File: config.mk
export PLATFORM = sky130hd
export DESIGN_NAME = fetch_stage_flat
export DESIGN_NICKNAME = d
export VERILOG_FILES = /design/src/rtl/fetch_stage_if.sv /design/src/rtl/fetch_stage.sv /design/src/flat_wrapper.sv
export SDC_FILE = /design/constraint.sdc
export NUM_CORES = 1
export LEC_CHECK = 0
export ABC_AREA = 0
export CELL_PAD_IN_SITES_DETAIL_PLACEMENT = 0
export CELL_PAD_IN_SITES_GLOBAL_PLACEMENT = 1
export CORE_AREA = 2 2 163 133
export CTS_CLUSTER_DIAMETER = 80
export DETAILED_ROUTE_END_ITERATION = 8
export DIE_AREA = 0 0 165 135
export PLACE_DENSITY = 0.95
export SYNTH_ARGS = -nofsm -noshare
export SYNTH_HDL_FRONTEND = slang
export SYNTH_SLANG_ARGS = --single-unit
File: constraint.sdc
create_clock -name clk -period 8.38 [get_ports clk]
set_input_delay 1.676 -clock clk [delete_from_list [all_inputs] [get_ports clk]]
set_output_delay 1.676 -clock clk [all_outputs]
set_load 0.02 [all_outputs]
File: src/rtl/fetch_stage_if.sv
// Fetch-stage bundle: controller strobes, instruction-memory port and IF/ID outputs.
// master = the fetch stage, slave = controller/memory/decode side.
interface fetch_stage_if #(
    parameter int IMEM_AW = 14
);
    logic               stage_reset_n;
    logic               if_id_wren;
    logic               wb_if_wren;
    logic               branch_taken;
    logic [31:0]        branch_target;
    logic [IMEM_AW-1:0] imem_addr;
    logic [31:0]        imem_rdata;
    logic [31:0]        pc;
    logic [31:0]        if_id_pc;
    logic [31:0]        if_id_instr;
    logic               if_id_valid;
    logic               halted;
    logic [31:0]        fault_pc;
    logic [31:0]        instret;

    modport master (
        input  stage_reset_n, if_id_wren, wb_if_wren, branch_taken, branch_target, imem_rdata,
        output imem_addr, pc, if_id_pc, if_id_instr, if_id_valid, halted, fault_pc, instret
    );

    modport slave (
        output stage_reset_n, if_id_wren, wb_if_wren, branch_taken, branch_target, imem_rdata,
        input  imem_addr, pc, if_id_pc, if_id_instr, if_id_valid, halted, fault_pc, instret
    );
endinterface

File: src/rtl/fetch_stage.sv
// Instruction-fetch stage: PC register, synchronous IMEM address, IF/ID register
// and a sticky fault latch for misaligned or out-of-range fetch targets.
module fetch_stage #(
    parameter logic [31:0] RESET_PC = 32'h0000_0000,
    parameter int          IMEM_AW  = 14
) (
    input  logic          clk,
    input  logic          reset_n,
    fetch_stage_if.master bus
);
    localparam logic [31:0] NOP        = 32'h0000_0013;
    // Bits above the reachable byte range; any set bit means the target is unmapped.
    localparam logic [31:0] RANGE_MASK = ~((32'h1 << (IMEM_AW + 2)) - 32'h1);

    logic [31:0] pc_q;
    logic [31:0] if_id_pc_q;
    logic [31:0] if_id_instr_q;
    logic        if_id_valid_q;
    logic        halted_q;
    logic [31:0] fault_pc_q;
    logic [31:0] instret_q;

    logic [31:0] candidate;
    logic        cand_fault;

    always_comb begin
        candidate  = bus.branch_taken ? bus.branch_target : pc_q + 32'd4;
        cand_fault = (candidate[1:0] != 2'b00) || ((candidate & RANGE_MASK) != 32'h0);
    end

    // NOTE: reset_n is sampled only on clk (synchronous), so it is not in the sensitivity list.
    always_ff @(posedge clk) begin
        if (!reset_n) begin
            pc_q          <= RESET_PC;
            if_id_pc_q    <= 32'h0;
            if_id_instr_q <= NOP;
            if_id_valid_q <= 1'b0;
            halted_q      <= 1'b0;
            fault_pc_q    <= 32'h0;
            instret_q     <= 32'h0;
        end else if (!bus.stage_reset_n) begin
            pc_q          <= RESET_PC;
            if_id_instr_q <= NOP;
            if_id_valid_q <= 1'b0;
        end else begin
            // NOTE: non-blocking updates let a same-cycle capture see the pre-commit pc_q.
            if (bus.if_id_wren) begin
                if_id_instr_q <= bus.imem_rdata;
                if_id_pc_q    <= pc_q;
                if_id_valid_q <= !halted_q;
            end
            if (bus.wb_if_wren && !halted_q) begin
                if (cand_fault) begin
                    halted_q   <= 1'b1;
                    fault_pc_q <= candidate;
                end else begin
                    pc_q      <= candidate;
                    instret_q <= instret_q + 32'd1;
                end
            end
        end
    end

    assign bus.imem_addr   = pc_q[IMEM_AW+1:2];
    assign bus.pc          = pc_q;
    assign bus.if_id_pc    = if_id_pc_q;
    assign bus.if_id_instr = if_id_instr_q;
    assign bus.if_id_valid = if_id_valid_q;
    assign bus.halted      = halted_q;
    assign bus.fault_pc    = fault_pc_q;
    assign bus.instret     = instret_q;
endmodule

File: src/flat_wrapper.sv
// flat-port wrapper written by rule: the top's interface ports become plain ports
module fetch_stage_flat 
#(
    parameter logic [31:0] RESET_PC = 32'h0000_0000,
    parameter int          IMEM_AW  = 14
)
  (clk, reset_n, bus_stage_reset_n, bus_if_id_wren, bus_wb_if_wren, bus_branch_taken, bus_branch_target, bus_imem_rdata, bus_imem_addr, bus_pc, bus_if_id_pc, bus_if_id_instr, bus_if_id_valid, bus_halted, bus_fault_pc, bus_instret);
  fetch_stage_if #(.IMEM_AW(IMEM_AW)) bus_i ();
  input  logic clk;
  input  logic reset_n;
  input wire logic [$bits(bus_i.stage_reset_n)-1:0] bus_stage_reset_n;
  input wire logic [$bits(bus_i.if_id_wren)-1:0] bus_if_id_wren;
  input wire logic [$bits(bus_i.wb_if_wren)-1:0] bus_wb_if_wren;
  input wire logic [$bits(bus_i.branch_taken)-1:0] bus_branch_taken;
  input wire logic [$bits(bus_i.branch_target)-1:0] bus_branch_target;
  input wire logic [$bits(bus_i.imem_rdata)-1:0] bus_imem_rdata;
  output wire logic [$bits(bus_i.imem_addr)-1:0] bus_imem_addr;
  output wire logic [$bits(bus_i.pc)-1:0] bus_pc;
  output wire logic [$bits(bus_i.if_id_pc)-1:0] bus_if_id_pc;
  output wire logic [$bits(bus_i.if_id_instr)-1:0] bus_if_id_instr;
  output wire logic [$bits(bus_i.if_id_valid)-1:0] bus_if_id_valid;
  output wire logic [$bits(bus_i.halted)-1:0] bus_halted;
  output wire logic [$bits(bus_i.fault_pc)-1:0] bus_fault_pc;
  output wire logic [$bits(bus_i.instret)-1:0] bus_instret;
  assign bus_i.stage_reset_n = bus_stage_reset_n;
  assign bus_i.if_id_wren = bus_if_id_wren;
  assign bus_i.wb_if_wren = bus_wb_if_wren;
  assign bus_i.branch_taken = bus_branch_taken;
  assign bus_i.branch_target = bus_branch_target;
  assign bus_i.imem_rdata = bus_imem_rdata;
  assign bus_imem_addr = bus_i.imem_addr;
  assign bus_pc = bus_i.pc;
  assign bus_if_id_pc = bus_i.if_id_pc;
  assign bus_if_id_instr = bus_i.if_id_instr;
  assign bus_if_id_valid = bus_i.if_id_valid;
  assign bus_halted = bus_i.halted;
  assign bus_fault_pc = bus_i.fault_pc;
  assign bus_instret = bus_i.instret;
  fetch_stage #(.RESET_PC(RESET_PC), .IMEM_AW(IMEM_AW)) u_core (.clk(clk), .reset_n(reset_n), .bus(bus_i));
endmodule
==> impl_metrics.env <==
export IMPL_result_of_the_run="completed"
export IMPL_fmax_ghz=0.216
export IMPL_cts_inserted_buffers=17
export IMPL_hp_class="reg2reg"
export IMPL_muxShareOfSynthArea_pct=6.99
export IMPL_grt_pass1_vias=6306
export IMPL_share_of_the_synthesized_netlist_area_taken_by_xor_and_xnor_gates_pct=4.28
export IMPL_maxCapViolCount=0
export IMPL_yosysSeqAreaShare_pct=45.3
export IMPL_rsz0062_at_grt="false"
export IMPL_report_final_slew_viol_count=0
export IMPL_dr_first_iter_drc_count=493
export IMPL_beginning_of_the_critical_path="u_core.bus.pc[2]"
export IMPL_grt_max_degree=70
export IMPL_synthDominantCellAreaShare_pct=45.3
export IMPL_worstSkewPairLatency_ns=0.43
export IMPL_yosys_cell_types_count=50
export IMPL_synth_top_flop_cell="sky130_fd_sc_hd__dfxtp_1"
export IMPL_synthSimpleGateAreaFrac_pct=26.3
export IMPL_post_route_util_pct=50.1
export IMPL_ys_async_sr_fraction_pct=0
export IMPL_yosys_register_bits=162
export IMPL_floorplan_die_area_um2=22300
export IMPL_avgRoutedWirePerCell_um=16.8
export IMPL_yosysTopAreaCell="sky130_fd_sc_hd__dfxtp_1"
export IMPL_worst_ir_drop_vdd_mv=0.113
export IMPL_share_seq_of_total_power_pct=44.9
export IMPL_final_net_count=1131
export IMPL_grt_overflow_total=0
export IMPL_placement_setup_worst_slack_ns=3.40
export IMPL_synth_top_family_by_area="simple AND/OR/NAND/NOR gates"
export IMPL_cts_hold_repair_buffers=0
export IMPL_fin_tns_setup_ns=0
export IMPL_worst_pin_slew_ns=1.14
export IMPL_io_port_bufs=245
export IMPL_clock_tree_buffer_depth=2
export IMPL_cts_reportedPaths_clkPinSlew_ns=0.06
export IMPL_timing_critical_path_from_type="flop"
export IMPL_reg2reg_depth=10
export IMPL_die_height_um=135
export IMPL_route_vias_total=6737
export IMPL_synth_cell_area_um2=7160
export IMPL_post_synth_fa_ha_maj_area_fraction_pct=0.350
export IMPL_skew_ns=0.0115
export IMPL_endpoint_kind="flop"
export IMPL_postSynthAreaPerCell_um2=8.36
export IMPL_first_pass_grt_wire_length_um=35000
export IMPL_final_weighted_congestion_in_routability_driven_placement=0.880
export IMPL_clkPwrFrac_pct=46.6
export IMPL_syn_num_nets=928
export IMPL_switching_share_pct=22.8
export IMPL_die_w_um=165
export IMPL_worst_r2r_endpoint="u_core.bus.fault_pc[13]"
export IMPL_pwr_share_comb_pct=8.4
export IMPL_cp_num_buf_inv=0
export IMPL_worst_endpoint_arrival_ns=4.97
export IMPL_h_tree_depth=4
export IMPL_yosysWarnings=0
export IMPL_layout_cells_most_common="sky130_fd_sc_hd__clkdlybuf4s50_1"
export IMPL_period_share_pct=55.2
export IMPL_synth_enable_flop_cells=0
export IMPL_antenna_cells=0
export IMPL_clock_tree_root_cell="sky130_fd_sc_hd__clkbuf_16"
export IMPL_synth_area_top_cells="sky130_fd_sc_hd__dfxtp_1 (45%), sky130_fd_sc_hd__nand2_1 (7.6%), sky130_fd_sc_hd__mux2i_1 (7.0%), sky130_fd_sc_hd__a21oi_1 (4.9%), sky130_fd_sc_hd__nor2_1 (4.5%)"
export IMPL_path_cells="ha_1 > nand3_2 > or4_1 > o31a_1 > o31ai_1 > o2111ai_1 > or4_4 > o21ai_2 > nand2_1 > a21oi_1"
export IMPL_core_ar_um2=20500
export IMPL_cts_sinks=162
export IMPL_final_cell_mix="sky130_fd_sc_hd__clkdlybuf4s50_1 (243), sky130_fd_sc_hd__dfxtp_1 (162), sky130_fd_sc_hd__nand2_1 (145)"
export IMPL_route_detailed_drc=0
export IMPL_max_slew_margin_rel_pct=24.3
export IMPL_vias_per_cell=5.03
export IMPL_critPathMaxStageDelay_ns=0.93
export IMPL_timing_final_hold_violations=0
export IMPL_reg2reg_from="u_core.bus.pc[2]"
export IMPL_design_area_um2=10300
export IMPL_std_cell_rows=47
export IMPL_number_of_cells_produced_by_synthesis=856
export IMPL_postRouteWirelength_um=22500
export IMPL_grt_antenna_before_repair=0
export IMPL_static_leakage_nw=3.64
export IMPL_antenna_left=0
export IMPL_netSwitchingPower_mw=0.400
export IMPL_post_place_cells=1309
export IMPL_critical_path_top_delay_family="compound AO/OA/AOI/OAI gates"
export IMPL_area_growth_synth_to_final_pct=43.6
export IMPL_top_level_ports=246
export IMPL_maximum_fanout_encountered_on_the_critical_timing_path=29
export IMPL_post_cts_repair_timing_setup_buffer_count=0
export IMPL_initial_core_util_pct=34.9
export IMPL_detail_route_first_pass_iterations=6
export IMPL_layoutNonFillerInstCount=1340
export IMPL_crit_path_top_delay_cell="sky130_fd_sc_hd__o21ai_2"
export IMPL_p_total_mw=1.76
export IMPL_timing_final_crit_period_ns=4.63
export IMPL_powerDensity_nw_per_um2=171
export IMPL_crit_cells=10
export IMPL_synth_compound_area_share_pct=11.4
export IMPL_cts_resized=0
export IMPL_setup_ws_ns=3.75
export IMPL_tritoncts="yes"
export IMPL_finalSetupViolations=0
export IMPL_cp_endpoint="u_core.bus.fault_pc[13]"
export IMPL_worst_r2r_setup_slack_ns=3.75
export IMPL_cellInternalPower_mw=1.36
export IMPL_groute_usage_overall_pct=20.3
export IMPL_post_dp_cell_area_um2=9670
export IMPL_worst_ep_required_time_ns=8.72
export IMPL_critPathKind="reg2reg"
export IMPL_detailedPlacementHpwl_um=16600
export IMPL_drive_gt1_share_pct=5.70
export IMPL_worst_hold_slack_ns=0.454
[how the worst min path moves through the flow]
stage                                  startpoint                 endpoint  slack (ns)  depth (start not counted)
after floorplan           u_core.bus.fault_pc[20]  u_core.bus.fault_pc[20]        0.53                          2
after global placement    u_core.bus.if_id_pc[31]  u_core.bus.if_id_pc[31]        0.44                          2
after detailed placement   u_core.bus.if_id_pc[2]   u_core.bus.if_id_pc[2]        0.45                          2
after CTS                  u_core.bus.if_id_pc[2]   u_core.bus.if_id_pc[2]        0.45                          2
after global routing      u_core.bus.if_id_pc[21]  u_core.bus.if_id_pc[21]        0.47                          2
final                     u_core.bus.fault_pc[11]  u_core.bus.fault_pc[11]        0.45                          2
[layout make-up]
| class | count | area, µm² |
|---|---|---|
| fillers | 1915 | 10200 |
| multi-input cells | 612 | 3540 |
| flip-flops and latches | 162 | 3240 |
| repair buffers | 253 | 2500 |
| clock buffers | 22 | 454 |
| well taps | 269 | 337 |
| clock inverters | 9 | 156 |
| inverters | 13 | 48.8 |
[power groups by stage]
stage	combinational (mW)	clock [mW]	sequential, mW
global placement	0.147	0	0.806
global route	0.159	0.868	0.790
finish	0.148	0.819	0.789
floorplan	0.0606	0	0.819
detailed placement	0.148	0	0.806
CTS	0.148	0.835	0.789
[cell usage after synthesis, types with 11 or more instances]
library cell	instances
sky130_fd_sc_hd__o21ai_0	37
sky130_fd_sc_hd__dfxtp_1	162
sky130_fd_sc_hd__nand2_1	145
sky130_fd_sc_hd__or3_1	16
sky130_fd_sc_hd__buf_4	16
sky130_fd_sc_hd__nor4_1	12
sky130_fd_sc_hd__mux2i_1	50
sky130_fd_sc_hd__nand3_1	26
sky130_fd_sc_hd__xnor2_1	26
sky130_fd_sc_hd__a21oi_1	70
sky130_fd_sc_hd__nand4_1	15
sky130_fd_sc_hd__and3_1	27
sky130_fd_sc_hd__clkbuf_1	41
sky130_fd_sc_hd__nor2_1	86
sky130_fd_sc_hd__inv_1	11
[metal layers]
metal	global-route usage, %	vias up	part of all wire (%)
met2	30.3	254	44
met4	6.14	0	1.7
met1	28.1	3115	46
met5	0	-	0
li1	-	3342	-
met3	6.14	26	8.1
[worst reg2reg max path, delay by kind of cell, from the launching register on]
kind | cells | cell delay [ns]
AOI/OAI and AO/OA | 5 | 2.02
and+or+nand+nor | 4 | 1.63
DFF | 1 | 0.62
adders and majority gates | 1 | 0.30
[flip-flops by register name (all words and copies together), names as in the netlist]
name                    flops
u_core.bus.pc              32
u_core.bus.fault_pc        32
u_core.bus.if_id_pc        32
u_core.bus.instret         32
u_core.bus.if_id_valid      1
u_core.bus.halted           1
u_core.bus.if_id_instr     32
[cell families (layout without fill, tap and decap cells)]
family	count (synthesis)	count (layout)
AND/OR/NAND/NOR	383	383
flip-flops	162	162
AO/OA/AOI/OAI	142	142
buffers and inverters	82	297
multiplexers	50	50
XOR/XNOR	35	35
adder cells (fa/ha/maj)	2	2
No activity file was read; power rests on OpenSTA's default activity.
